===== src/rtl/mem_arbiter_pkg.sv =====
// Shared constants and types for the BRAM arbiter.
// - CPU run-mode encodings (also imported by the CPU top).
// - arb_state_t: arbiter FSM states.
// - rd_tag_t: read-response owner tag carried down the latency pipe.
// - mode_to_state(): maps a CPU mode to the arbiter state that serves it.
package mem_arbiter_pkg;

  localparam logic [1:0] MODE_STALL = 2'd0;
  localparam logic [1:0] MODE_LOAD  = 2'd1;
  localparam logic [1:0] MODE_EXEC  = 2'd2;
  localparam logic [1:0] MODE_STOP  = 2'd3;

  typedef enum logic [1:0] {
    S_IDLE  = 2'd0,
    S_LOAD  = 2'd1,
    S_RUN   = 2'd2,
    S_DRAIN = 2'd3
  } arb_state_t;

  typedef enum logic [1:0] {
    TAG_NONE = 2'd0,
    TAG_DM   = 2'd1,
    TAG_IF   = 2'd2
  } rd_tag_t;

  function automatic arb_state_t mode_to_state(input logic [1:0] mode);
    arb_state_t st;
    case (mode)
      MODE_STALL, MODE_STOP: st = S_IDLE;
      MODE_LOAD:             st = S_LOAD;
      MODE_EXEC:             st = S_RUN;
      default:               st = S_IDLE;
    endcase
    return st;
  endfunction

endpackage


===== src/rtl/mem_arbiter_if.sv =====
// Requester and BRAM signal bundle for mem_arbiter.
// Ports (all logic):
//   loader : ld_req, ld_addr, ld_wdata -> ld_gnt
//   data   : dm_req, dm_we, dm_addr, dm_wdata -> dm_gnt, dm_rvalid, dm_rdata
//   fetch  : if_req, if_addr -> if_gnt, if_rvalid, if_rdata
//   bram   : bram_en, bram_we, bram_addr, bram_wdata <- bram_rdata
// Modports: slave = arbiter side, master = requesters plus BRAM side.
//
// Handshake: a transfer happens in exactly the cycles where req && gnt.
// gnt is combinational from req in the same cycle and never asserts without
// req. A requester keeps req, addr and wdata stable until it sees gnt.
// rvalid is a one-cycle pulse with no back-pressure; rdata is valid with it.
interface mem_arbiter_if #(
  parameter int ADDR_W = 15,
  parameter int DATA_W = 32
) ();

  logic              ld_req;
  logic [ADDR_W-1:0] ld_addr;
  logic [DATA_W-1:0] ld_wdata;
  logic              ld_gnt;

  logic              dm_req;
  logic              dm_we;
  logic [ADDR_W-1:0] dm_addr;
  logic [DATA_W-1:0] dm_wdata;
  logic              dm_gnt;
  logic              dm_rvalid;
  logic [DATA_W-1:0] dm_rdata;

  logic              if_req;
  logic [ADDR_W-1:0] if_addr;
  logic              if_gnt;
  logic              if_rvalid;
  logic [DATA_W-1:0] if_rdata;

  logic              bram_en;
  logic              bram_we;
  logic [ADDR_W-1:0] bram_addr;
  logic [DATA_W-1:0] bram_wdata;
  logic [DATA_W-1:0] bram_rdata;

  modport slave (
    input  ld_req, ld_addr, ld_wdata,
    input  dm_req, dm_we, dm_addr, dm_wdata,
    input  if_req, if_addr,
    input  bram_rdata,
    output ld_gnt,
    output dm_gnt, dm_rvalid, dm_rdata,
    output if_gnt, if_rvalid, if_rdata,
    output bram_en, bram_we, bram_addr, bram_wdata
  );

  modport master (
    output ld_req, ld_addr, ld_wdata,
    output dm_req, dm_we, dm_addr, dm_wdata,
    output if_req, if_addr,
    output bram_rdata,
    input  ld_gnt,
    input  dm_gnt, dm_rvalid, dm_rdata,
    input  if_gnt, if_rvalid, if_rdata,
    input  bram_en, bram_we, bram_addr, bram_wdata
  );

endinterface


===== src/rtl/mem_arbiter_rd_tag_pipe.sv =====
// rd_tag_pipe: RD_LAT-deep shift register of read-owner tags.
// Ports:
//   clk, rstn : clock, async active-low reset (clears every stage)
//   tag_in    : tag of the access issued this cycle (TAG_NONE if none/write)
//   tag_out   : tag whose BRAM data is on bram_rdata this cycle
//   busy      : any stage holds a read tag
module rd_tag_pipe
  import mem_arbiter_pkg::*;
#(
  parameter int RD_LAT = 2
) (
  input  logic    clk,
  input  logic    rstn,
  input  rd_tag_t tag_in,
  output rd_tag_t tag_out,
  output logic    busy
);

  rd_tag_t stage_q [RD_LAT];

  always_ff @(posedge clk or negedge rstn) begin
    if (!rstn) begin
      for (int i = 0; i < RD_LAT; i++) stage_q[i] <= TAG_NONE;
    end else begin
      stage_q[0] <= tag_in;
      for (int i = 1; i < RD_LAT; i++) stage_q[i] <= stage_q[i-1];
    end
  end

  assign tag_out = stage_q[RD_LAT-1];

  // The tail stage counts as in flight: its data is only consumed this cycle.
  always_comb begin
    busy = 1'b0;
    for (int i = 0; i < RD_LAT; i++) begin
      if (stage_q[i] != TAG_NONE) busy = 1'b1;
    end
  end

endmodule


===== src/rtl/mem_arbiter.sv =====
// mem_arbiter: shares the single-port program/data BRAM between the UART
// loader, the execute-stage data port and the fetch port, following the
// CPU run mode and draining in-flight reads before every mode change.
// Ports:
//   clk, rstn      : clock, async active-low reset
//   mode           : CPU mode (STALL/LOAD/EXEC/STOP)
//   bus            : mem_arbiter_if.slave (requesters + BRAM)
//   ld_count       : loader words written since entering LOAD (saturating)
//   busy           : at least one read in flight
//   stat_if_stall  : S_RUN cycles with fetch denied (stats build only)
//   stat_conflict  : S_RUN cycles with data and fetch both requesting
//   dbg_state      : current FSM state
// Build option: define MEM_ARB_STATS_EN to generate the statistics
// counters; otherwise both stat outputs are tied to 0.
module mem_arbiter
  import mem_arbiter_pkg::*;
#(
  parameter int ADDR_W     = 15,
  parameter int DATA_W     = 32,
  parameter int RD_LAT     = 2,
  parameter int STARVE_MAX = 4
) (
  input  logic              clk,
  input  logic              rstn,
  input  logic [1:0]        mode,
  mem_arbiter_if.slave      bus,
  output logic [ADDR_W:0]   ld_count,
  output logic              busy,
  output logic [31:0]       stat_if_stall,
  output logic [31:0]       stat_conflict,
  output arb_state_t        dbg_state
);

  localparam int SC_W = $clog2(STARVE_MAX + 1);
  localparam logic [SC_W-1:0] STARVE_TOP = SC_W'(STARVE_MAX);
  localparam logic [ADDR_W:0] LD_MAX     = {1'b1, {ADDR_W{1'b0}}};

  arb_state_t        state_q, state_d, target_st;
  logic              ld_gnt, dm_gnt, if_gnt, any_gnt;
  logic [SC_W-1:0]   starve_q;
  logic              starve_hit;
  logic [ADDR_W-1:0] addr_d, addr_q;
  logic [DATA_W-1:0] wdata_d, wdata_q;
  logic              we_d;
  rd_tag_t           tag_in, tag_tail;
  logic [DATA_W-1:0] dm_rdata_d, dm_rdata_q, if_rdata_d, if_rdata_q;

  assign target_st  = mode_to_state(mode);
  assign starve_hit = (starve_q == STARVE_TOP);

  // State register
  always_ff @(posedge clk or negedge rstn) begin
    if (!rstn) state_q <= S_IDLE;
    else       state_q <= state_d;
  end

  // Next state and grants. Grants depend only on the current state, so
  // nothing is granted while draining.
  always_comb begin
    state_d = state_q;
    ld_gnt  = 1'b0;
    dm_gnt  = 1'b0;
    if_gnt  = 1'b0;
    case (state_q)
      S_DRAIN: if (!busy) state_d = target_st;
      default: if (target_st != state_q) state_d = S_DRAIN;
    endcase
    case (state_q)
      S_LOAD: ld_gnt = bus.ld_req;
      S_RUN: begin
        // Data normally wins; a fetch denied STARVE_MAX times in a row wins once.
        if (bus.if_req && (!bus.dm_req || starve_hit)) if_gnt = 1'b1;
        else                                            dm_gnt = bus.dm_req;
      end
      default: ;
    endcase
  end

  assign any_gnt = ld_gnt | dm_gnt | if_gnt;

  // BRAM request mux; address/data fall back to the last driven values.
  always_comb begin
    addr_d  = addr_q;
    wdata_d = wdata_q;
    we_d    = 1'b0;
    tag_in  = TAG_NONE;
    if (ld_gnt) begin
      addr_d  = bus.ld_addr;
      wdata_d = bus.ld_wdata;
      we_d    = 1'b1;
    end else if (dm_gnt) begin
      addr_d  = bus.dm_addr;
      wdata_d = bus.dm_wdata;
      we_d    = bus.dm_we;
      tag_in  = bus.dm_we ? TAG_NONE : TAG_DM;
    end else if (if_gnt) begin
      addr_d  = bus.if_addr;
      tag_in  = TAG_IF;
    end
  end

  always_ff @(posedge clk or negedge rstn) begin
    if (!rstn) begin
      addr_q  <= '0;
      wdata_q <= '0;
    end else begin
      addr_q  <= addr_d;
      wdata_q <= wdata_d;
    end
  end

  // Fetch starvation counter
  always_ff @(posedge clk or negedge rstn) begin
    if (!rstn)                        starve_q <= '0;
    else if (!bus.if_req || if_gnt)   starve_q <= '0;
    else if (!starve_hit)             starve_q <= starve_q + 1'b1;
  end

  // Loader word counter, restarted on every entry into S_LOAD
  always_ff @(posedge clk or negedge rstn) begin
    if (!rstn)                                            ld_count <= '0;
    else if (state_q != S_LOAD && state_d == S_LOAD)      ld_count <= '0;
    else if (ld_gnt && ld_count != LD_MAX)                ld_count <= ld_count + 1'b1;
  end

  rd_tag_pipe #(.RD_LAT(RD_LAT)) u_tag_pipe (
    .clk     (clk),
    .rstn    (rstn),
    .tag_in  (tag_in),
    .tag_out (tag_tail),
    .busy    (busy)
  );

  // Response routing: the owning port sees bram_rdata directly in the tail
  // cycle; the other port keeps showing its previous response.
  always_comb begin
    dm_rdata_d = (tag_tail == TAG_DM) ? bus.bram_rdata : dm_rdata_q;
    if_rdata_d = (tag_tail == TAG_IF) ? bus.bram_rdata : if_rdata_q;
  end

  always_ff @(posedge clk or negedge rstn) begin
    if (!rstn) begin
      dm_rdata_q <= '0;
      if_rdata_q <= '0;
    end else begin
      dm_rdata_q <= dm_rdata_d;
      if_rdata_q <= if_rdata_d;
    end
  end

  assign bus.ld_gnt     = ld_gnt;
  assign bus.dm_gnt     = dm_gnt;
  assign bus.if_gnt     = if_gnt;
  assign bus.dm_rvalid  = (tag_tail == TAG_DM);
  assign bus.if_rvalid  = (tag_tail == TAG_IF);
  assign bus.dm_rdata   = dm_rdata_d;
  assign bus.if_rdata   = if_rdata_d;
  assign bus.bram_en    = any_gnt;
  assign bus.bram_we    = we_d;
  assign bus.bram_addr  = addr_d;
  assign bus.bram_wdata = wdata_d;
  assign dbg_state      = state_q;

`ifdef MEM_ARB_STATS_EN
  logic [31:0] stall_q, conflict_q;

  always_ff @(posedge clk or negedge rstn) begin
    if (!rstn) begin
      stall_q    <= '0;
      conflict_q <= '0;
    end else if (state_q == S_RUN) begin
      if (bus.if_req && !if_gnt)     stall_q    <= stall_q + 32'd1;
      if (bus.dm_req && bus.if_req)  conflict_q <= conflict_q + 32'd1;
    end
  end

  assign stat_if_stall = stall_q;
  assign stat_conflict = conflict_q;
`else
  assign stat_if_stall = '0;
  assign stat_conflict = '0;
`endif

endmodule


===== src/flat_wrapper.sv =====
// flat-port wrapper written by rule: the top's interface ports become plain ports
module mem_arbiter_flat import mem_arbiter_pkg::*;
#(
  parameter int ADDR_W     = 15,
  parameter int DATA_W     = 32,
  parameter int RD_LAT     = 2,
  parameter int STARVE_MAX = 4
)
  (clk, rstn, mode, ld_count, busy, stat_if_stall, stat_conflict, dbg_state, bus_ld_req, bus_ld_addr, bus_ld_wdata, bus_dm_req, bus_dm_we, bus_dm_addr, bus_dm_wdata, bus_if_req, bus_if_addr, bus_bram_rdata, bus_ld_gnt, bus_dm_gnt, bus_dm_rvalid, bus_dm_rdata, bus_if_gnt, bus_if_rvalid, bus_if_rdata, bus_bram_en, bus_bram_we, bus_bram_addr, bus_bram_wdata);
  mem_arbiter_if #(.ADDR_W(ADDR_W), .DATA_W(DATA_W)) bus_i ();
  input  logic clk;
  input  logic rstn;
  input  logic [1:0] mode;
  output logic [ADDR_W:0] ld_count;
  output logic busy;
  output logic [31:0] stat_if_stall;
  output logic [31:0] stat_conflict;
  output arb_state_t dbg_state;
  input wire logic [$bits(bus_i.ld_req)-1:0] bus_ld_req;
  input wire logic [$bits(bus_i.ld_addr)-1:0] bus_ld_addr;
  input wire logic [$bits(bus_i.ld_wdata)-1:0] bus_ld_wdata;
  input wire logic [$bits(bus_i.dm_req)-1:0] bus_dm_req;
  input wire logic [$bits(bus_i.dm_we)-1:0] bus_dm_we;
  input wire logic [$bits(bus_i.dm_addr)-1:0] bus_dm_addr;
  input wire logic [$bits(bus_i.dm_wdata)-1:0] bus_dm_wdata;
  input wire logic [$bits(bus_i.if_req)-1:0] bus_if_req;
  input wire logic [$bits(bus_i.if_addr)-1:0] bus_if_addr;
  input wire logic [$bits(bus_i.bram_rdata)-1:0] bus_bram_rdata;
  output wire logic [$bits(bus_i.ld_gnt)-1:0] bus_ld_gnt;
  output wire logic [$bits(bus_i.dm_gnt)-1:0] bus_dm_gnt;
  output wire logic [$bits(bus_i.dm_rvalid)-1:0] bus_dm_rvalid;
  output wire logic [$bits(bus_i.dm_rdata)-1:0] bus_dm_rdata;
  output wire logic [$bits(bus_i.if_gnt)-1:0] bus_if_gnt;
  output wire logic [$bits(bus_i.if_rvalid)-1:0] bus_if_rvalid;
  output wire logic [$bits(bus_i.if_rdata)-1:0] bus_if_rdata;
  output wire logic [$bits(bus_i.bram_en)-1:0] bus_bram_en;
  output wire logic [$bits(bus_i.bram_we)-1:0] bus_bram_we;
  output wire logic [$bits(bus_i.bram_addr)-1:0] bus_bram_addr;
  output wire logic [$bits(bus_i.bram_wdata)-1:0] bus_bram_wdata;
  assign bus_i.ld_req = bus_ld_req;
  assign bus_i.ld_addr = bus_ld_addr;
  assign bus_i.ld_wdata = bus_ld_wdata;
  assign bus_i.dm_req = bus_dm_req;
  assign bus_i.dm_we = bus_dm_we;
  assign bus_i.dm_addr = bus_dm_addr;
  assign bus_i.dm_wdata = bus_dm_wdata;
  assign bus_i.if_req = bus_if_req;
  assign bus_i.if_addr = bus_if_addr;
  assign bus_i.bram_rdata = bus_bram_rdata;
  assign bus_ld_gnt = bus_i.ld_gnt;
  assign bus_dm_gnt = bus_i.dm_gnt;
  assign bus_dm_rvalid = bus_i.dm_rvalid;
  assign bus_dm_rdata = bus_i.dm_rdata;
  assign bus_if_gnt = bus_i.if_gnt;
  assign bus_if_rvalid = bus_i.if_rvalid;
  assign bus_if_rdata = bus_i.if_rdata;
  assign bus_bram_en = bus_i.bram_en;
  assign bus_bram_we = bus_i.bram_we;
  assign bus_bram_addr = bus_i.bram_addr;
  assign bus_bram_wdata = bus_i.bram_wdata;
  mem_arbiter #(.ADDR_W(ADDR_W), .DATA_W(DATA_W), .RD_LAT(RD_LAT), .STARVE_MAX(STARVE_MAX)) u_core (.clk(clk), .rstn(rstn), .mode(mode), .bus(bus_i), .ld_count(ld_count), .busy(busy), .stat_if_stall(stat_if_stall), .stat_conflict(stat_conflict), .dbg_state(dbg_state));
endmodule

===== config.mk =====
export PLATFORM = sky130hd
export DESIGN_NAME = mem_arbiter_flat
export DESIGN_NICKNAME = d
export VERILOG_FILES = /design/src/rtl/mem_arbiter_pkg.sv /design/src/rtl/mem_arbiter_if.sv /design/src/rtl/mem_arbiter_rd_tag_pipe.sv /design/src/rtl/mem_arbiter.sv /design/src/flat_wrapper.sv
export SDC_FILE = /design/constraint.sdc
export NUM_CORES = 1
export LEC_CHECK = 0
export CAP_MARGIN = 20
export CORE_ASPECT_RATIO = 1.1
export CORE_MARGIN = 2
export CORE_UTILIZATION = 30
export CTS_CLUSTER_DIAMETER = 60
export CTS_CLUSTER_SIZE = 14
export DETAILED_ROUTE_END_ITERATION = 8
export MAX_ROUTING_LAYER = met4
export PLACE_DENSITY = 0.66
export SETUP_SLACK_MARGIN = 0.02
export SKIP_LAST_GASP = 1
export SYNTH_ARGS = -nofsm -noshare
export SYNTH_HDL_FRONTEND = slang
export SYNTH_SLANG_ARGS = --single-unit

===== constraint.sdc =====
create_clock -name clk -period 1.95 [get_ports clk]
set_input_delay 0.39 -clock clk [delete_from_list [all_inputs] [get_ports clk]]
set_output_delay 0.39 -clock clk [all_outputs]
set_load 0.05 [all_outputs]

==> results of run 1 <==
==> report_power, final <==
| part | internal, mW | total (mW) | switching [mW] |
|---|---|---|---|
| Clock | 1.68 | 3.09 | 1.41 |
| Combinational | 9.49 | 19.8 | 10.3 |
| Sequential | 4.08 | 4.61 | 0.530 |
==> repair_timing <==
action	in CTS	in global routing
endpoints found under the setup margin	116	121
buffers inserted	43	27
resized for setup	169	33
hold buffers	1	0
endpoints found under the hold margin	35	0
cloned	11	4
pin swaps	28	23
==> path summary, 6_finish.rpt <==
kind | to | slack (ns) | cells past startpoint
worst max register to register | u_core.addr_q[5] | 0.07 | 9
min in group asynchronous | u_core.dm_rdata_q[25] | 0.47 | 2
worst min register to register | u_core.u_tag_pipe.tag_out[1] | 0.43 | 0
worst max-delay path | bus_bram_addr[0] | -0.59 | 9
max in group asynchronous | u_core.if_rdata_q[23] | 0.86 | 3
worst min-delay path | u_core.u_tag_pipe.tag_out[1] | 0.43 | 0
==> state kept, by name (all words and copies together), names as in the netlist <==
register                   count
u_core.ld_count               16
u_core.u_tag_pipe.stage_q      2
u_core.dm_rdata_q             32
u_core.starve_q                3
u_core.if_rdata_q             32
u_core.addr_q                 15
u_core.u_tag_pipe.tag_out      2
u_core.wdata_q                32
u_core.dbg_state               2
==> Yosys cell counts (2+ instances only) <==
cell type,count,area [µm²]
dfrtp_1,136,3400
nand2_1,89,334
buf_4,66,495
mux2_2,64,721
nor2_1,43,161
o21ai_0,35,175
a31oi_1,32,200
clkbuf_1,18,67.6
and4b_1,16,160
buf_2,16,80.1
a211oi_1,15,113
nand3_1,13,65.1
inv_1,11,41.3
a21oi_1,7,35.0
xnor2_1,6,52.6
nor3_1,5,25.0
buf_6,4,45.0
ha_1,4,50.1
nand4_1,4,25.0
nor4_1,4,25.0
o211ai_1,4,30.0
o31ai_1,3,22.5
or3_1,3,18.8
xor2_1,3,26.3
and3_1,2,12.5
and4_1,2,17.5
inv_2,2,7.51
nand2b_1,2,12.5
nand3b_4,2,40.0
nor2b_1,2,12.5
o21ai_1,2,10.0
==> kinds of logic (layout without fill, tap and decap cells) <==
family | Yosys count | count (layout)
compound gates | 100 | 100
flops | 136 | 136
xor+xnor | 9 | 9
other cells | 1 | 64
mux | 65 | 65
simple gates | 196 | 196
fa+ha+maj | 4 | 4
buf+inv | 117 | 478
==> per-stage QoR <==
step | cell area, µm² | hold slack, ns
finish | 13700 | 0.426
global route | 13700 | 0.438
CTS | 13400 | 0.396
detailed placement | 11500 | 0.332
global placement | 11500 | 0.322
floorplan | 7580 | 0.0944
==> area by class of cell <==
cell class                 instances  area share [%]
multi-input combinational        438            28.1
clock buffer                      17            3.10
timing repair buffer             433            39.8
inverter                          13           0.475
clock inverter                    15           0.959
sequential                       136            24.9
tap                              295            2.69
==> worst register-to-register path: stages (launching register included) <==
cell	delay, ns
dfrtp_1	0.37
inv_2	0.06
ha_4	0.18
a21boi_4	0.25
buf_6	0.15
and4b_1	0.19
a211oi_2	0.22
o21ai_4	0.11
buf_4	0.14
buf_4	0.12
==> routing by layer <==
metal | vias to the layer above | GRT usage [%] | wire, µm
met3 | 16 | 5.03 | 1380
li1 | 2887 | - | -
met5 | - | - | 0
met1 | 3029 | 26.0 | 10200
met4 | 0 | 3.83 | 255
met2 | 246 | 37.2 | 12700
==> qor.txt, run 1 <==
EDFF count, synth: 0
Compound-Gate Fraction of Synth Area: 9.15%
Multi-input gate area: 3850 µm²
Num CTS Buffers: 17
vias in the first global route: 6598
Worst setup EP type: output pin
Core ar.: 21900 µm²
diode count: 0
placed cell count: 1242
TritonCTS clock tree: built
Leak: 6.19 nW
CP max-delay cell: dfrtp_1
Chip Width: 146 µm
Crit Path Category: reg2out
Die Y: 160 µm
Net count, final: 1192
Crit path max-delay family: buffers and inverters
die area: 23300 µm²
worst path bufs/invs: 4
Top FF cell, synth: dfrtp_1
Routed Antenna Nets: 0
fmax: 394 MHz
fin cells: 1347
most common cell after layout, fill and taps aside: clkdlybuf4s50_1
Power Total: 27.5 mW
HP Start: u_core.u_tag_pipe.stage_q[3]
Syn Inst Count: 628
failing checks: setup timing
filler cell count: 1670
latest clock arrival within the worst-skew pair: 0.41 ns
Row Count: 57
clk buf depth: 2
endpoints failing setup: 118
FFs w/ async S/R, synth: 100%
largest net degree at the start of global routing: 44
initial antenna violation count: 0
CP max FO: 5
CP Cell Sequence: inv_2, ha_4, a21boi_4, nand3b_4, clkbuf_16, buf_4, a211oi_4, o21ai_4, buf_12
Initial Util: 30.2%
Yosys cell types: 44
Synth warnings: 0
Hold WC Path Type: reg2reg
gpl congestion: 0.830
drt drc: 0
minimum clock period: 2.54 ns
pwr/cell area: 2010 nW/µm²
Worst setup SP type: register
outcome: finished, violations left
Final Cycle Share: 130%
GRT overflow: 0
routed length per instance: 18.2 µm
Adder-Cell Fraction of Synth Area: 0.756%
final WL: 24500 µm
register area: 3410 µm²
RSZ-0062 raised after global routing: true
XOR/XNOR share of the synthesized area: 1.19%
Setup Skew: 0.00886 ns
Port Buffers: 285
Hold Fails Final Rpt: 0
largest family of logic cells by synthesized area: simple AND/OR/NAND/NOR gates
max_cap viols: 0
Worst Slack Setup Final: -0.591 ns
Vias/cell: 4.59
Initial DRT Pass Iterations: 4
worst slack, placed: -0.609 ns
share of cells above drive strength 1: 45.8%
post-synthesis simple-gate area fraction: 15.3%
DR iter-0 viols: 206
DP HPWL: 15500 µm
Peak VDD IR: 1.25 mV
layout overhead on the synthesized area: 107%
final core utilization: 62.6%
htree depth: 4
register area share after synthesis: 51.4%
Root Driver: clkbuf_16
crit path from: u_core.starve_q[1]
sum of negative setup slack: -41.74 ns
first-pass GRT wire length: 38300 µm
proportion of synthesized area in mux cells: 11.0%
worst path required time: 1.56 ns
Final Max Tran Viols: 0
Mapped Area: 6620 µm²
Top Ports: 350
vias after detailed routing: 6178
Overall Global Routing Usage: 21.5%
most frequent cells in the layout: clkdlybuf4s50_1, dfrtp_1, buf_4, buf_12, nand2_1
max incr delay on CP: 0.37 ns
synthesized area per cell: 10.5 µm²
reg2reg start: u_core.starve_q[1]
Worst-path clk slew: 0.07 ns
Worst Path Arrival: 2.15 ns
flop and latch count out of synthesis: 136
Clock Sinks: 136
(Power assumes the default switching activity.)
==> inputs of run 2 (changes only) <==
--- a/config.mk
+++ b/config.mk
@@ -13,7 +13,6 @@
 export CTS_CLUSTER_SIZE = 14
 export DETAILED_ROUTE_END_ITERATION = 8
 export MAX_ROUTING_LAYER = met4
-export PLACE_DENSITY = 0.66
 export SETUP_SLACK_MARGIN = 0.02
 export SKIP_LAST_GASP = 1
 export SYNTH_ARGS = -nofsm -noshare
==> constraint.sdc (replaced) <==
create_clock -name clk -period 2.5 [get_ports clk]
set_input_delay 0.5 -clock clk [delete_from_list [all_inputs] [get_ports clk]]
set_output_delay 0.5 -clock clk [all_outputs]
set_load 0.05 [all_outputs]
==> qor.txt, run 2 (synthesis results as in run 1) <==
outcome: finished, violations left
failing checks: setup timing
largest net degree at the start of global routing: 56 (+27%)
Crit Path Category: reg2out
DP HPWL: 15600 µm (+0.67%)
most frequent cells in the layout: clkdlybuf4s50_1, dfrtp_1, buf_12, buf_4
Worst setup EP type: output pin
routed length per instance: 17.5 µm (-4.1%)
share of total power in combinational logic: 69.4% (-2.6 points)
placed cell count: 1215 (-2.2%)
Num CTS Buffers: 17 (unchanged)
design area: 12800 µm² (-6.8%)
reg2reg start: u_core.dbg_state[1]
Top Ports: 350 (unchanged)
Worst Tran Pin Value: 0.652 ns
endpoints failing setup: 48 (-59%)
filler cell count: 1863 (+12%)
fmax: 384 MHz
Hold WC Path Type: in2async
CP Cell Sequence: inv_2, ha_4, nand3_4, nand3_4, inv_8, buf_12, clkbuf_16, nand2_1, a31oi_4, buf_12
die area: 23300 µm² (unchanged)
Vias/cell: 4.56 (-0.60%)
Initial DRT Pass Iterations: 4 (unchanged)
Overall Global Routing Usage: 19.3% (-2.2 points)
vias in the first global route: 6084 (-7.8%)
WP depth: 10 (+1)
final WL: 22600 µm (-7.6%)
register area: 3400 µm² (about the same)
Row Count: 57 (unchanged)
Multi-input gate area: 3570 µm² (-7.3%)
Initial Util: 30.2% (unchanged)
Pint: 11.1 mW (-27%)
share of cells above drive strength 1: 43.0% (-2.9 points)
Seq pwr share: 17.4% (+0.6 points)
Switching Fraction: 45.5% (+0.95 points)
max_cap viols: 0 (unchanged)
R2R depth: 9 (unchanged)
Worst Slack Setup Final: -0.105 ns (+0.486 ns)
Worst setup SP type: register
CP max-delay cell: dfrtp_1
minimum clock period: 2.60 ns
Die Y: 160 µm (unchanged)
final core utilization: 58.4% (-4.2 points)
Chip Width: 146 µm (unchanged)
hold slack: 0.0191 ns (-0.407 ns)
initial antenna violation count: 0 (unchanged)
Area after DPL: 11300 µm² (-2.3%)
DR iter-0 viols: 235 (+14%)
Worst Path Arrival: 2.10 ns (-0.05 ns)
worst path required time: 2.00 ns (+0.44 ns)
Core ar.: 21900 µm² (unchanged)
max incr delay on CP: 0.36 ns (about the same)
TritonCTS clock tree: built
Final Max Tran Viols: 0 (unchanged)
Routed Antenna Nets: 0 (unchanged)
latest clock arrival within the worst-skew pair: 0.42 ns (about the same)
reg2reg end: u_core.ld_count[15]
pwr/cell area: 1590 nW/µm² (-21%)
crit path from: u_core.starve_q[1]
Clk pwr share: 13.2% (+2.0 points)
Worst-path clk slew: 0.07 ns (about the same)
Setup Skew: 0.0163 ns (+0.00747 ns)
Peak VDD IR: 0.961 mV (-23%)
reg2reg setup slack: 0.47 ns (+0.40 ns)
most common cell after layout, fill and taps aside: clkdlybuf4s50_1
Clock Sinks: 136 (unchanged)
clk buf depth: 2 (unchanged)
fin cells: 1297 (-3.7%)
Leak: 5.63 nW (-9.2%)
htree depth: 4 (unchanged)
worst path bufs/invs: 5 (+1)
GRT overflow: 0 (unchanged)
Root Driver: clkbuf_16
Crit path max-delay family: buffers and inverters
RSZ-0062 raised after global routing: true
Slew HR: 56.2%
gpl congestion: 0.811 (-2.3%)
Port Buffers: 285 (unchanged)
largest registers: u_core.dm_rdata_q: 32 flops, u_core.if_rdata_q: 32 flops, u_core.wdata_q: 32 flops
drt drc: 0 (unchanged)
vias after detailed routing: 5913 (-4.3%)
Sw Pwr: 9.23 mW (-25%)
Final Cycle Share: 104%
Net count, final: 1141 (-4.3%)
layout overhead on the synthesized area: 93.0%
Hold Fails Final Rpt: 0 (unchanged)
CP max FO: 8 (+3)
first-pass GRT wire length: 34100 µm (-11%)
run 2: layer usage:
| metal | up-vias | routed length (µm) | GRT usage, % |
|---|---|---|---|
| met5 | - | 0 | - |
| met4 | 0 | 418 | 5.79 |
| met3 | 24 | 1390 | 5.14 |
| met2 | 249 | 11100 | 30.8 |
| met1 | 2865 | 9700 | 24.1 |
| li1 | 2775 | - | - |
run 2: repair_timing:
| item | in CTS | in global routing |
|---|---|---|
| gates cloned | 2 | 7 |
| gates resized for setup | 39 | 64 |
| pin swaps | 22 | 58 |
| setup endpoints to repair | 50 | 49 |
| buffers inserted | 16 | 24 |
| hold buffers | 0 | 0 |
run 2: per-stage QoR:
step | setup TNS (ns) | total power [mW] | worst slack, ns
after floorplan | -0.939 | 10.9 | -0.192
after global placement | -6.38 | 16.6 | -0.210
after detailed placement | -6.74 | 16.7 | -0.236
after CTS | -4.43 | 19.8 | -0.132
after global routing | -8.78 | 21.1 | -0.213
final | -3.62 | 20.3 | -0.105
run 2: area by class of cell:
cell class                 count  area share [%]
clock inverter                15            1.56
inverter                      13           0.441
sequential                   136            26.6
clock buffer                  17            3.33
antenna                        1          0.0196
tap                          295            2.89
timing repair buffer         382            37.2
multi-input combinational    438            27.9
run 2: worst max path at each step:
stage | endpoint | slack, ns
global placement | bus_bram_addr[3] | -0.21
global route | bus_bram_wdata[12] | -0.21
floorplan | bus_bram_addr[10] | -0.19
finish | bus_bram_wdata[12] | -0.10
CTS | bus_bram_addr[3] | -0.13
detailed placement | bus_bram_addr[13] | -0.24
run 2: worst register-to-register path: cells and delay by family, from the launching register on:
family,cells,cell delay (ns)
buffers and inverters,5,0.76
AO/OA/AOI/OAI,1,0.14
flip-flops,1,0.40
AND/OR/NAND/NOR,3,0.65
run 2: power groups by stage:
stage	sequential (mW)	clock (mW)	combinational (mW)
after floorplan	3.54	0	7.35
after global placement	3.46	0	13.1
after detailed placement	3.50	0	13.2
after CTS	3.50	2.75	13.6
after global routing	3.62	2.85	14.6
final	3.53	2.68	14.1
==> inputs of run 3 (changes only) <==
--- a/config.mk
+++ b/config.mk
@@ -13,6 +13,7 @@
 export CTS_CLUSTER_SIZE = 14
 export DETAILED_ROUTE_END_ITERATION = 8
 export MAX_ROUTING_LAYER = met4
+export REMOVE_ABC_BUFFERS = 1
 export SETUP_SLACK_MARGIN = 0.02
 export SKIP_LAST_GASP = 1
 export SYNTH_ARGS = -nofsm -noshare
==> qor.txt, run 3 (synthesis results as in run 1) <==
max_cap viols: 0 (unchanged)
Clock Sinks: 136 (unchanged)
DP HPWL: 14700 µm (-5.8%)
CP max-delay cell: dfrtp_1
Peak VDD IR: 1.22 mV (+27%)
share of cells above drive strength 1: 42.0% (-0.99 points)
largest registers: u_core.dm_rdata_q: 32 flops, u_core.if_rdata_q: 32 flops, u_core.wdata_q: 32 flops
Initial DRT Pass Iterations: 5 (+1)
Root Driver: clkbuf_16
Core ar.: 21900 µm² (unchanged)
routed length per instance: 16.8 µm (-3.8%)
Worst Path Arrival: 2.17 ns (+0.07 ns)
reg2reg setup slack: -0.06 ns (-0.53 ns)
share of total power in combinational logic: 70.5% (+1.1 points)
reg2reg end: u_core.addr_q[8]
Hold EP: u_core.u_tag_pipe.tag_out[1]
final WL: 22400 µm (-1.1%)
Net count, final: 1179 (+3.3%)
Worst-path clk slew: 0.06 ns (about the same)
final core utilization: 57.9% (-0.44 points)
Switching Fraction: 45.0% (-0.50 points)
Hold Fails Final Rpt: 0 (unchanged)
Seq pwr share: 17.5% (about the same)
diode count: 0 (-1)
die area: 23300 µm² (unchanged)
clk buf depth: 2 (unchanged)
layout overhead on the synthesized area: 91.5%
Worst Slack Setup Final: -0.173 ns (-0.0679 ns)
Num CTS Buffers: 17 (unchanged)
R2R depth: 17 (+8)
pwr/cell area: 1600 nW/µm² (+0.62%)
worst path required time: 2.00 ns (about the same)
reg2reg start: u_core.starve_q[0]
latest clock arrival within the worst-skew pair: 0.42 ns (about the same)
fmax: 374 MHz (-2.5%)
Pint: 11.2 mW (+0.78%)
Worst setup SP type: register
worst slack, placed: -0.266 ns (-0.0297 ns)
drt drc: 0 (unchanged)
Slew HR: 64.9% (+8.7 points)
most common cell after layout, fill and taps aside: clkdlybuf4s50_1
RSZ-0062 raised after global routing: true
Die Y: 160 µm (unchanged)
Setup Skew: 0.0101 ns (-0.00624 ns)
design area: 12700 µm² (-0.75%)
most frequent cells in the layout: clkdlybuf4s50_1, dfrtp_1, buf_4, buf_12
Final Max Tran Viols: 0 (unchanged)
GRT overflow: 0 (unchanged)
Top Ports: 350 (unchanged)
max incr delay on CP: 0.39 ns (+0.03 ns)
Hold WC Path Type: reg2reg
Sw Pwr: 9.12 mW (-1.2%)
first-pass GRT wire length: 34000 µm (-0.20%)
vias after detailed routing: 6048 (+2.3%)
TritonCTS clock tree: built
DR iter-0 viols: 262 (+11%)
minimum clock period: 2.67 ns (+0.0679 ns)
Port Buffers: 285 (unchanged)
Overall Global Routing Usage: 19.2% (-0.12 points)
HP Start: u_core.u_tag_pipe.stage_q[3]
endpoints failing setup: 48 (unchanged)
Final Cycle Share: 107% (+2.7 points)
hold depth: 0
Initial Util: 30.2% (unchanged)
worst path bufs/invs: 5 (unchanged)
initial antenna violation count: 0 (unchanged)
vias in the first global route: 6292 (+3.4%)
Vias/cell: 4.53 (-0.55%)
Chip Width: 146 µm (unchanged)
Worst setup EP type: output pin
placed cell count: 1246 (+2.6%)
Area after DPL: 10900 µm² (-3.1%)
sum of negative setup slack: -5.24 ns (-1.62 ns)
gpl congestion: 0.815 (+0.47%)
Worst Tran Pin Value: 0.525 ns (-0.127 ns)
Clk pwr share: 12.0% (-1.2 points)
fin cells: 1334 (+2.9%)
outcome: finished, violations left
CP Cell Sequence: inv_2, ha_4, nand3_4, nand3_4, buf_4, bufbuf_16, nand2_1, a31oi_1, buf_4, buf_12
Crit Path Category: reg2out
CP max FO: 5 (-3)
Leak: 5.72 nW (+1.7%)
largest net degree at the start of global routing: 68 (+21%)
htree depth: 4 (unchanged)
Crit path max-delay family: buffers and inverters
failing checks: setup timing
Row Count: 57 (unchanged)
filler cell count: 1835 (-1.5%)
Routed Antenna Nets: 0 (unchanged)
run 3: layer usage:
layer	GRT usage [%]	part of all wire (%)
met5	-	0
met4	4.72	1.0
met3	4.86	5.4
met2	33.2	53
met1	22.4	41
run 3: cell type report:
class,instances,area (µm²),share of cell area [%]
multi-input combinational,438,3240,25.5
clock buffer,18,439,3.46
clock inverter,14,134,1.06
sequential,136,3400,26.8
inverter,13,58.8,0.464
timing repair buffer,420,5040,39.7
tap,295,369,2.91
run 3: stage by stage:
step           hold WS (ns)  power [mW]
2_1_floorplan         0.204        9.83
3_3_place_gp          0.302        16.1
3_5_place_dp          0.302        16.2
4_1_cts               0.404        19.9
5_1_grt               0.410        21.1
6_report              0.397        20.3
run 3: worst reg2reg max path, delay by kind of cell, from the launching register on:
kind | cells | cell delay [ns]
flops | 1 | 0.39
fa+ha+maj | 1 | 0.17
compound gates | 2 | 0.27
simple gates | 2 | 0.23
buf+inv | 12 | 1.41
run 3: repair_timing:
action,CTS,global route
pin swaps,71,28
setup endpoints to repair,52,49
cloned,6,1
resized for setup,105,50
hold endpoints to repair,4,0
setup buffers,37,13
hold buffers,1,0
run 3: power by group through the flow:
stage / combinational (mW) / sequential [mW] / clock [mW]
2_1_floorplan: 6.25 / 3.57 / 0
3_3_place_gp: 12.6 / 3.46 / 0
3_5_place_dp: 12.7 / 3.50 / 0
4_1_cts: 13.8 / 3.50 / 2.51
5_1_grt: 14.8 / 3.66 / 2.62
6_report: 14.3 / 3.55 / 2.44
run 3: how the worst max path moves through the flow:
stage	startpoint	endpoint	slack (ns)	depth (start not counted)
3_5_place_dp	bus_dm_req	bus_bram_addr[12]	-0.27	7
4_1_cts	u_core.starve_q[1]	bus_bram_addr[12]	-0.15	8
2_1_floorplan	u_core.dbg_state[1]	bus_bram_addr[0]	-1.91	5
6_report	u_core.starve_q[0]	bus_bram_wdata[28]	-0.17	10
5_1_grt	u_core.starve_q[0]	bus_bram_wdata[20]	-0.27	11
3_3_place_gp	bus_dm_req	bus_bram_addr[11]	-0.27	7
